===== config.mk =====
export PLATFORM = sky130hd
export DESIGN_NAME = elevator_request_scheduler_flat
export DESIGN_NICKNAME = d
export VERILOG_FILES = /design/src/rtl/elevator_request_scheduler_pkg.sv /design/src/rtl/elevator_request_scheduler_if.sv /design/src/rtl/elevator_request_scheduler_latch.sv /design/src/rtl/elevator_request_scheduler.sv /design/src/flat_wrapper.sv
export SDC_FILE = /design/constraint.sdc
export NUM_CORES = 1
export LEC_CHECK = 0
export ABC_AREA = 1
export CORE_MARGIN = 8
export CORE_UTILIZATION = 41
export DETAILED_ROUTE_END_ITERATION = 8
export HOLD_SLACK_MARGIN = 0.08
export PLACE_DENSITY = 0.68
export SLEW_MARGIN = 20
export SYNTH_ARGS = -nofsm -noshare
export SYNTH_HDL_FRONTEND = slang
export SYNTH_SLANG_ARGS = --single-unit

===== constraint.sdc =====
create_clock -name clk -period 3 [get_ports clk]
set_input_delay 0.3 -clock clk [delete_from_list [all_inputs] [get_ports clk]]
set_output_delay 0.3 -clock clk [all_outputs]
set_load 0.05 [all_outputs]

===== src/rtl/elevator_request_scheduler_pkg.sv =====
// Shared types and helpers for the elevator request scheduler.
//   dir_t        : sweep direction reported to the car controller
//   MAX_FLOORS   : widest building the scheduler supports
//   floor_sel_t  : result of a floor search (found flag + floor index)
//   highest_set  : highest set bit strictly below a bound
//   lowest_set   : lowest set bit strictly above a bound
package elevator_pkg;

   typedef enum logic [1:0] {
      DIR_IDLE = 2'b00,
      DIR_UP   = 2'b01,
      DIR_DOWN = 2'b10
   } dir_t;

   localparam int MAX_FLOORS = 16;

   typedef struct packed {
      logic                          found;
      logic [$clog2(MAX_FLOORS)-1:0] floor;
   } floor_sel_t;

   // Highest index i with vec[i] set and i < bound. A bound of MAX_FLOORS
   // searches the whole vector.
   function automatic floor_sel_t highest_set(input logic [MAX_FLOORS-1:0] vec,
                                              input int bound);
      floor_sel_t r;
      r = '0;
      for (int i = 0; i < MAX_FLOORS; i++) begin
         if (i < bound && vec[i]) begin
            r.found = 1'b1;
            r.floor = 4'(i);
         end
      end
      return r;
   endfunction

   // Lowest index i with vec[i] set and i > bound. A bound of -1 searches
   // the whole vector.
   function automatic floor_sel_t lowest_set(input logic [MAX_FLOORS-1:0] vec,
                                             input int bound);
      floor_sel_t r;
      r = '0;
      for (int i = MAX_FLOORS - 1; i >= 0; i--) begin
         if (i > bound && vec[i]) begin
            r.found = 1'b1;
            r.floor = 4'(i);
         end
      end
      return r;
   endfunction

endpackage


===== src/rtl/elevator_request_scheduler_if.sv =====
// Request/target bundle between the button debounce logic, the scheduler
// and the car motion controller.
//   req_cab/req_up/req_down : level button inputs, one bit per floor
//   curr_floor, arrived     : car position and door-open pulse
//   pending                 : latched requests per floor (floor LEDs)
//   target_floor/valid, dir : registered scheduling decision
// master = request/car side, slave = scheduler.
interface elevator_request_scheduler_if #(
   parameter int NUM_FLOORS = 6
);
   import elevator_pkg::*;

   localparam int FLOOR_W = $clog2(NUM_FLOORS);

   logic [NUM_FLOORS-1:0] req_cab;
   logic [NUM_FLOORS-1:0] req_up;
   logic [NUM_FLOORS-1:0] req_down;
   logic [FLOOR_W-1:0]    curr_floor;
   logic                  arrived;
   logic [NUM_FLOORS-1:0] pending;
   logic [FLOOR_W-1:0]    target_floor;
   logic                  target_valid;
   dir_t                  dir;

   modport master (
      output req_cab, req_up, req_down, curr_floor, arrived,
      input  pending, target_floor, target_valid, dir
   );

   modport slave (
      input  req_cab, req_up, req_down, curr_floor, arrived,
      output pending, target_floor, target_valid, dir
   );

endinterface


===== src/rtl/elevator_request_scheduler_latch.sv =====
// One bank of per-floor request latches (cab, hall-up or hall-down).
//   clk, reset  : clock, asynchronous active-low reset
//   req         : level request per floor
//   arrived     : door-open pulse at curr_floor
//   curr_floor  : floor of the car
//   clr_en      : this bank may be cleared by the current arrival
//   latch       : latched request per floor
// MASK marks floors whose button cannot exist (top-floor up, ground-floor
// down); those bits are held at zero.
module elevator_request_latch #(
   parameter int                    NUM_FLOORS = 6,
   parameter int                    FLOOR_W    = $clog2(NUM_FLOORS),
   parameter logic [NUM_FLOORS-1:0] MASK       = '0
) (
   input  logic                  clk,
   input  logic                  reset,
   input  logic [NUM_FLOORS-1:0] req,
   input  logic                  arrived,
   input  logic [FLOOR_W-1:0]    curr_floor,
   input  logic                  clr_en,
   output logic [NUM_FLOORS-1:0] latch
);

   always_ff @(posedge clk or negedge reset) begin
      if (!reset) begin
         latch <= '0;
      end else begin
         for (int i = 0; i < NUM_FLOORS; i++) begin
            // Clear is tested before set so a button held during the
            // arrival at that floor does not re-latch. An out-of-range
            // curr_floor never matches any i, so it clears nothing.
            if (MASK[i])
               latch[i] <= 1'b0;
            else if (clr_en && arrived && (int'(curr_floor) == i))
               latch[i] <= 1'b0;
            else if (req[i])
               latch[i] <= 1'b1;
         end
      end
   end

endmodule


===== src/rtl/elevator_request_scheduler.sv =====
// SCAN elevator request scheduler.
//   clk, reset : clock, asynchronous active-low reset
//   bus        : slave side of elevator_request_scheduler_if
//                (requests, car position in; pending, target, dir out)
// Latches cab/up/down requests, runs the UP/DOWN/IDLE sweep state and
// registers the next floor to serve. All outputs come from registers.
module elevator_request_scheduler
   import elevator_pkg::*;
#(
   parameter int NUM_FLOORS = 6
) (
   input logic                          clk,
   input logic                          reset,
   elevator_request_scheduler_if.slave  bus
);

   localparam int FLOOR_W = $clog2(NUM_FLOORS);
   localparam logic [NUM_FLOORS-1:0] UP_MASK   = NUM_FLOORS'(1) << (NUM_FLOORS - 1);
   localparam logic [NUM_FLOORS-1:0] DOWN_MASK = NUM_FLOORS'(1);

   logic [NUM_FLOORS-1:0] cab_latch, up_latch, down_latch, any_latch;
   logic [MAX_FLOORS-1:0] any_ext, up_sel_ext, down_sel_ext;
   logic                  above, below, any_set;
   dir_t                  dir_q, dir_next;
   floor_sel_t            sel;
   logic [FLOOR_W-1:0]    target_floor_q;
   logic                  target_valid_q;

   // Hall latches clear only when the car is leaving in their direction.
   elevator_request_latch #(.NUM_FLOORS(NUM_FLOORS), .FLOOR_W(FLOOR_W), .MASK('0)) u_cab (
      .clk(clk), .reset(reset), .req(bus.req_cab), .arrived(bus.arrived),
      .curr_floor(bus.curr_floor), .clr_en(1'b1), .latch(cab_latch)
   );

   elevator_request_latch #(.NUM_FLOORS(NUM_FLOORS), .FLOOR_W(FLOOR_W), .MASK(UP_MASK)) u_up (
      .clk(clk), .reset(reset), .req(bus.req_up), .arrived(bus.arrived),
      .curr_floor(bus.curr_floor), .clr_en(dir_q != DIR_DOWN), .latch(up_latch)
   );

   elevator_request_latch #(.NUM_FLOORS(NUM_FLOORS), .FLOOR_W(FLOOR_W), .MASK(DOWN_MASK)) u_down (
      .clk(clk), .reset(reset), .req(bus.req_down), .arrived(bus.arrived),
      .curr_floor(bus.curr_floor), .clr_en(dir_q != DIR_UP), .latch(down_latch)
   );

   assign any_latch    = cab_latch | up_latch | down_latch;
   assign any_set      = |any_latch;
   assign any_ext      = MAX_FLOORS'(any_latch);
   assign up_sel_ext   = MAX_FLOORS'(cab_latch | up_latch);
   assign down_sel_ext = MAX_FLOORS'(cab_latch | down_latch);

   // A request at curr_floor itself counts as neither above nor below.
   always_comb begin
      above = 1'b0;
      below = 1'b0;
      for (int i = 0; i < NUM_FLOORS; i++) begin
         if (any_latch[i] && i > int'(bus.curr_floor)) above = 1'b1;
         if (any_latch[i] && i < int'(bus.curr_floor)) below = 1'b1;
      end
   end

   always_comb begin
      dir_next = dir_q;
      unique case (dir_q)
         DIR_IDLE: begin
            if (above)      dir_next = DIR_UP;
            else if (below) dir_next = DIR_DOWN;
         end
         DIR_UP: begin
            if (above)      dir_next = DIR_UP;
            else if (below) dir_next = DIR_DOWN;
            else            dir_next = DIR_IDLE;
         end
         DIR_DOWN: begin
            if (below)      dir_next = DIR_DOWN;
            else if (above) dir_next = DIR_UP;
            else            dir_next = DIR_IDLE;
         end
         default: dir_next = DIR_IDLE;
      endcase
   end

   // Serve requests ahead in the sweep first; when only opposite-direction
   // hall calls remain ahead, go to the far end of the pending set.
   always_comb begin
      sel = '0;
      unique case (dir_next)
         DIR_UP: begin
            sel = lowest_set(up_sel_ext, int'(bus.curr_floor));
            if (!sel.found) sel = highest_set(any_ext, MAX_FLOORS);
         end
         DIR_DOWN: begin
            sel = highest_set(down_sel_ext, int'(bus.curr_floor));
            if (!sel.found) sel = lowest_set(any_ext, -1);
         end
         default: begin
            sel.found = any_ext[bus.curr_floor];
            sel.floor = 4'(bus.curr_floor);
         end
      endcase
   end

   always_ff @(posedge clk or negedge reset) begin
      if (!reset) begin
         dir_q          <= DIR_IDLE;
         target_floor_q <= '0;
         target_valid_q <= 1'b0;
      end else begin
         dir_q          <= dir_next;
         target_valid_q <= any_set;
         if (any_set && sel.found)
            target_floor_q <= FLOOR_W'(sel.floor);
      end
   end

   assign bus.pending      = any_latch;
   assign bus.dir          = dir_q;
   assign bus.target_floor = target_floor_q;
   assign bus.target_valid = target_valid_q;

endmodule


===== src/flat_wrapper.sv =====
// flat-port wrapper written by rule: the top's interface ports become plain ports
module elevator_request_scheduler_flat import elevator_pkg::*;
#(
   parameter int NUM_FLOORS = 6
)
  (clk, reset, bus_req_cab, bus_req_up, bus_req_down, bus_curr_floor, bus_arrived, bus_pending, bus_target_floor, bus_target_valid, bus_dir);
  elevator_request_scheduler_if #(.NUM_FLOORS(NUM_FLOORS)) bus_i ();
  input logic clk;
  input logic reset;
  input wire logic [$bits(bus_i.req_cab)-1:0] bus_req_cab;
  input wire logic [$bits(bus_i.req_up)-1:0] bus_req_up;
  input wire logic [$bits(bus_i.req_down)-1:0] bus_req_down;
  input wire logic [$bits(bus_i.curr_floor)-1:0] bus_curr_floor;
  input wire logic [$bits(bus_i.arrived)-1:0] bus_arrived;
  output wire logic [$bits(bus_i.pending)-1:0] bus_pending;
  output wire logic [$bits(bus_i.target_floor)-1:0] bus_target_floor;
  output wire logic [$bits(bus_i.target_valid)-1:0] bus_target_valid;
  output wire logic [$bits(bus_i.dir)-1:0] bus_dir;
  assign bus_i.req_cab = bus_req_cab;
  assign bus_i.req_up = bus_req_up;
  assign bus_i.req_down = bus_req_down;
  assign bus_i.curr_floor = bus_curr_floor;
  assign bus_i.arrived = bus_arrived;
  assign bus_pending = bus_i.pending;
  assign bus_target_floor = bus_i.target_floor;
  assign bus_target_valid = bus_i.target_valid;
  assign bus_dir = bus_i.dir;
  elevator_request_scheduler #(.NUM_FLOORS(NUM_FLOORS)) u_core (.clk(clk), .reset(reset), .bus(bus_i));
endmodule

# Word level (Yosys, flattened, before mapping)
# Index checks and enable logic that the tools add are counted.
# Widths: inputs -> output; s select.
[classes]
eq_ne = 11
n_bitwise = 4
muxes = 91
magnitude_cmp = 15
n_reduce_logical = 63
[op_table]
columns = ["cell", "count"]
rows = [
  ["$mux 5", 38],
  ["$mux 1", 45],
  ["$logic_and 1x1->1", 41],
  ["$reduce_bool 2->1", 16],
  ["$eq 3x3->1 const B", 4],
  ["$gt 3x3->1 const A", 4],
  ["$or 6x5->6", 2],
  ["$or 6x6->6", 2],
  ["$mux 2", 5],
  ["$pmux 5 s2", 1],
  ["$lt 3x3->1 const A", 3],
  ["$gt 2x3->1 const A", 2],
  ["$lt 1x3->1 const A", 2],
  ["$lt 2x3->1 const A", 2],
  ["$pmux 2 s3", 1],
  ["$reduce_or 6->1", 1],
  ["$lt 3x5->1 const B", 1],
  ["$eq 2x1->1 const B", 2],
  ["$eq 2x2->1 const B", 2],
  ["$bmux 1 s3", 1],
  ["$eq 3x2->1 const B", 1],
  ["$gt 1x3->1 const A", 1],
  ["$logic_and 1x1->1 const B", 3],
  ["$logic_not 3->1", 1],
  ["3 further kinds", 3],
]
[totals]
input_bits = 24
out_inout_bits = 12
wordCells = 203
register_bits = 22

# Logic depth before layout (Yosys ltp)
[depth]
ltp_word = 19
mapped_depth = 20
mapped_depth_nobuf = 20

# Cells and area by module
# A second synthesis with hierarchy kept.
[unflattened]
cells_unflattened = 263
hier_area_um2 = 1679.1
[by_module_without_submodules]
columns = ["module", "seq_area_each_um2", "cells_each", "n_inst", "area_each_um2"]
rows = [
  ["elevator_request_scheduler", 150.1, 169, 1, 935.9],
  ["elevator_request_latch (u_core.u_cab)", 150.1, 32, 1, 270.3],
  ["elevator_request_latch (u_core.u_down)", 125.1, 33, 1, 245.2],
  ["elevator_request_latch (u_core.u_up)", 125.1, 29, 1, 227.7],
]

# Least setup slack after synthesis
# No wires, ideal clock.
[synth_timing]
path_type = "reg2reg"
startpoint = "reg u_core.u_up.latch[4]"
endpoint = "reg u_core.target_floor_q[0] (netlist: u_core.bus.target_floor[0])"
setup_time_ns = 0.118
arrival_ns = 2.424
t_required_ns = 2.882
synth_period_minus_slack_ns = 2.542
path_buffers = 0
slack_ns = 0.458
path_stages_with_launch = 18
cell_sequence = "dfrtp_1 > nor2_1 > nand2_1 > nand2_1 > nand3_1 > nor3_2 > nand2_1 > a21oi_1 > inv_1 > ha_1 > inv_1 > nand2_1 > nand2_1 > inv_1 > nand2_1 > nor2_1 > nand2_1 > nand2_1"
[synth_via]
elab_chain_len = 11
elab_cells_between_ends = 38
classes_between = "eq/ne: 2; mux: 28; bitwise: 3; reduce/logical: 5"
[synth_lines]
columns = ["element", "line", "rtl"]
rows = [
  ["start, declared", "elevator_request_scheduler_latch.sv:21", "output logic [NUM_FLOORS-1:0] latch"],
  ["start signal, assigned", "elevator_request_scheduler_latch.sv:26", "latch <= '0;"],
  ["start signal, assigned by index", "elevator_request_scheduler_latch.sv:33", "latch[i] <= 1'b0;"],
  ["start signal, assigned by index", "elevator_request_scheduler_latch.sv:35", "latch[i] <= 1'b0;"],
  ["$or 6x5->6 (*)", "elevator_request_scheduler.sv:45", "assign any_latch = cab_latch | up_latch | down_latch;"],
  ["$or 6x6->6 (*)", "elevator_request_scheduler.sv:45", ""],
  ["via bus_pending[4]", "flat_wrapper.sv:15", "output wire logic [$bits(bus_i.pending)-1:0] bus_pending;"],
  ["$logic_and 1x1->1 (on tied branches)", "elevator_request_scheduler.sv:56, elevator_request_scheduler.sv:57", ""],
  ["$mux 1 (on tied branches) (2 in a row)", "elevator_request_scheduler.sv:56, elevator_request_scheduler.sv:57", ""],
  ["$mux 1 or $mux 2 (tied branches)", "elevator_request_scheduler.sv:75, elevator_request_scheduler.sv:66", ""],
  ["$mux 2 (on tied branches)", "elevator_request_scheduler.sv:74, elevator_request_scheduler.sv:65", ""],
  ["$pmux 2 s3 (*)", "elevator_request_scheduler.sv:63", "unique case (dir_q)"],
  ["via u_core.dir_next[0]", "elevator_request_scheduler.sv:24", "dir_t dir_q, dir_next;"],
  ["$eq 2x2->1 or $eq 2x1->1 (tied branches)", "elevator_request_scheduler.sv:86", "unique case (dir_next)"],
  ["$pmux 5 s2 (*)", "elevator_request_scheduler.sv:86", ""],
  ["$logic_and 1x1->1", "elevator_request_scheduler.sv:110", "if (any_set && sel.found)"],
  ["end signal, assigned", "elevator_request_scheduler.sv:111", "target_floor_q <= FLOOR_W'(sel.floor);"],
  ["end, declared", "elevator_request_scheduler.sv:26", "logic [FLOOR_W-1:0] target_floor_q;"],
]
# The timed path passes the listed nets; every way through them passes the cells marked *. The select of a mux whose other input is x is not followed.
# A chain may end at the register's enable or synchronous reset.

# Final worst setup path
[layout_timing]
startpoint = "in bus_curr_floor[1]"
endpoint = "reg u_core.target_floor_q[0] (netlist: u_core.bus.target_floor[0])"
[layout_via]
elab_chain_len = 14
elab_cells_between_ends = 81
classes_between = "order compare: 14; eq/ne: 2; mux: 39; reduce/logical: 26"
[layout_lines]
columns = ["element", "line", "rtl"]
rows = [
  ["start, declared", "flat_wrapper.sv:13", "input wire logic [$bits(bus_i.curr_floor)-1:0] bus_curr_floor;"],
  ["$lt 1x3->1", "elevator_request_scheduler.sv:57", "if (any_latch[i] && i < int'(bus.curr_floor)) below = 1'b1;"],
  ["$logic_and 1x1->1", "elevator_request_scheduler.sv:57", ""],
  ["$mux 1 (6 in a row)", "elevator_request_scheduler.sv:57", ""],
  ["$mux 2", "elevator_request_scheduler.sv:66", "else if (below) dir_next = DIR_DOWN;"],
  ["$mux 2", "elevator_request_scheduler.sv:65", "if (above) dir_next = DIR_UP;"],
  ["$pmux 2 s3 (*)", "elevator_request_scheduler.sv:63", ""],
  ["via u_core.dir_next[0]", "elevator_request_scheduler.sv:24", ""],
  ["$eq 2x2->1 or $eq 2x1->1 (tied branches)", "elevator_request_scheduler.sv:86", ""],
  ["$pmux 5 s2 (*)", "elevator_request_scheduler.sv:86", ""],
  ["$logic_and 1x1->1", "elevator_request_scheduler.sv:110", ""],
]
# Marks and branches as above.

==> results.toml <==
[run_status]
status = "finished, final reports clean"

[global_route]
first_global_vias = 1656
use_met2 = 0.257
grt.busiest_layer = "met2"
grt_overflow_total = 0
antenna_found_initial = 0
met3_usage = 0.0280
grt_pass1_wl_mm = 7.67
grt_max_degree = 23
grt_util_met1 = 0.206
grt_usage = 0.157

[setup_path]
worstReg2RegStart = "u_core.u_cab.latch[3]$_DFFE_PN0P_"
path_cells = "clkdlybuf4s50_1, nand2_1, nand2_1, nand2_1, nand3_1, nor3_2, nand2_1, a21oi_1, inv_1, ha_1, inv_1, nand2_1, nand2_1, inv_1, nand2_1, nor2_1, nand2_1, nand2_1"
slowest_stage = "clkdlybuf4s50_1"
ff2ff_setup_slack_ns = 0.65
endpoint_kind = "flop"
required_ns = 3.16
arrival_ns = 2.62
r2r_end = "u_core.bus.target_floor[0]$_DFFE_PN0P_"
crit_fanout = 5
critPathKind = "input pin to flop"
crit_path_frequent_cell = "nand2_1"
startpoint_type = "input pin"
reg2regPathDepth = 17
cpPeakStageDelay_ns = 0.51

[floorplan]
die_h_um = 77.2
rows = 22
io_pins = 36
dieArea_um2 = 5960
coreArea_um2 = 3630
initial_utilization = 0.423
fp.dieW_um = 77.2

[power]
switchingPower_w = 0.000310
leakagePower_nw = 0.972
peakVddDrop_mv = 0.173
power.density_nw_per_um2 = 420
share_seq_of_total_power = 0.412
sw_frac_of_total = 0.366
combPwrFrac = 0.366
clkPwrFrac = 0.222
p_int_w = 0.000536

[timing]
tightest_slew_ns = 0.848
clock_skew_ns = 0.00381
slew_headroom = 0.429
period_share = 0.820
setup_ws_ns = 0.541
drv_slew = 0
finalCriticalPeriod_ns = 2.46
rsz0062_at_grt = "no"
finalSetupTns_ns = 0
hold_violations = 0
setup_viol = 0
fmax_mhz = 407

[finish]
layout_common_cells = "75 x nand2_1, 34 x inv_1, 32 x clkdlybuf4s50_1, 30 x nor2_1, 23 x nand3_1"
drive_gt1_frac = 0.0863
n_antenna_cell = 0
multi_input_area_um2 = 823
final_util = 0.554
fill_cells = 399
nets = 306
instances_no_fill = 326
layout_commonest_cell = "nand2_1"
seq_area_um2 = 551
syn2layout_area_growth_pct = 31.0

[worst_hold_path]
hp-start = "u_core.bus.target_floor[1]$_DFFE_PN0P_"
hold_end = "u_core.bus.target_floor[1]$_DFFE_PN0P_"
holdCritPathClass = "flop to flop"
hold_path_depth = 2

[clocking]
cts_setup_buffers = 0
htree_levels = 1
cts_sinks = 22
postCtsHoldBufs = 0
ctsResizeCount = 0
numCtsBuffers = 3
cts_root_buffer = "clkbuf_8"
insertion_delay_ns = 0.26
tritoncts = "done"
clk_pin_slew_ns = 0.08
cts_buffer_depth = 2

[yosys]
synth_edf_count = 0
synth_cells = 236
yosys-top-cells-area = "dfrtp_1 36%, nand2_1 18%, inv_1 8.3%, nand3_1 7.5%, nor2_1 7.3%"
syn_area_um2 = 1540
ys_seq_area_frac = 0.358
synth_cell_types = 26
synthFlopType = "dfrtp_1"
synth_area_per_cell_um2 = 6.51
synth_top_area_share = 0.358
synth_top_area_cell = "dfrtp_1"
ys_warn_count = 0
ys_ff_latch = 22
async_flop_share = 1.00
syn_nets = 262

[place]
place_hpwl_mm = 3.62
placedCellCount = 322
portBuffers = 33
pre_cts_slack_ns = 0.277
gp_congestion = 0.912

[drt]
routed_wl_mm = 4.43
via_count = 1639
first_iter_violations = 93
first_pass_iters = 4
drtAntennaViolNets = 0
drc = 0
avgViaCountPerCell = 5.03
wl_per_cell_um = 13.6

[job]
cap_violations = 0
-- layout make-up --
cell class / count / area share
Multi-Input combinational cell: 174 / 0.409
Sequential cell: 22 / 0.273
Timing Repair Buffer: 43 / 0.200
Inverter: 36 / 0.0671
Tap cell: 48 / 0.0298
Clock buffer: 3 / 0.0205
-- power by group through the flow --
stage          sequential [W]  combinational, W  clock (W)
5_1_grt              0.000352          0.000345   0.000207
3_3_place_gp         0.000353          0.000309          0
4_1_cts              0.000348          0.000312   0.000195
2_1_floorplan        0.000423          0.000119          0
3_5_place_dp         0.000354          0.000311          0
6_report             0.000349          0.000310   0.000188
-- synthesized netlist by cell type (2+ instances only) --
library cell and number:
o22a_1 4, a21oi_1 5, nand2_1 75, o22ai_1 2, inv_1 34, nand2_2 2, dfrtp_1 22, a31oi_1 4
nand3_2 2, ha_1 2, nor2_1 30, inv_2 2, nand4_1 2, nand3_1 23, nor2_4 2, o21ai_1 2
o21ai_0 14
-- logic make-up (layout without fill, tap and decap cells) --
logic type | Yosys count | after routing | synth area share
and+or+nand+nor | 139 | 139 | 0.390
DFF | 22 | 22 | 0.358
buffers and inverters | 40 | 82 | 0.106
adders and majority gates | 2 | 2 | 0.0163
AOI/OAI and AO/OA | 33 | 33 | 0.129
-- worst max path at each step --
stage | from | endpoint | slack, ns | cells after the start
after floorplan | u_core.u_up.latch[4]$_DFFE_PN0P_ | u_core.bus.target_floor[0]$_DFFE_PN0P_ | 0.46 | 17
after global placement | bus_curr_floor[1] | u_core.bus.target_floor[0]$_DFFE_PN0P_ | 0.27 | 18
after detailed placement | bus_curr_floor[1] | u_core.bus.target_floor[0]$_DFFE_PN0P_ | 0.28 | 18
after CTS | bus_curr_floor[1] | u_core.bus.target_floor[0]$_DFFE_PN0P_ | 0.54 | 18
after global routing | bus_curr_floor[1] | u_core.bus.target_floor[0]$_DFFE_PN0P_ | 0.27 | 20
final | bus_curr_floor[1] | u_core.bus.target_floor[0]$_DFFE_PN0P_ | 0.54 | 18
-- critical path, delay by kind of cell --
| family | cells | cell delay (ns) |
|---|---|---|
| buffers and inverters | 4 | 0.68 |
| and+or+nand+nor | 12 | 1.14 |
| adders and majority gates | 1 | 0.31 |
| AOI/OAI and AO/OA | 1 | 0.17 |
-- metal layers --
layer  vias up  wire length (µm)
met4         0                57
met5         -                 0
met1       752              2180
met2        42              1990
met3         6               199
li1        839                 -
-- registers in the layout, indices dropped and copies added (netlist names) --
signal                   cells
u_core.bus.target_floor      3
u_core.bus.target_valid      1
u_core.bus.dir               2
u_core.u_up.latch            5
u_core.u_down.latch          5
u_core.u_cab.latch           6
-- stage by stage --
step                cell area, µm²  hold slack, ns  total power, W
finish                        2010           0.487        0.000846
floorplan                     1540         0.00441        0.000543
detailed placement            1970           0.468        0.000665
global placement              1970           0.464        0.000662
global route                  2010           0.520        0.000904
CTS                           2010           0.490        0.000855
Note: power is estimated with default switching activity, not from simulation.
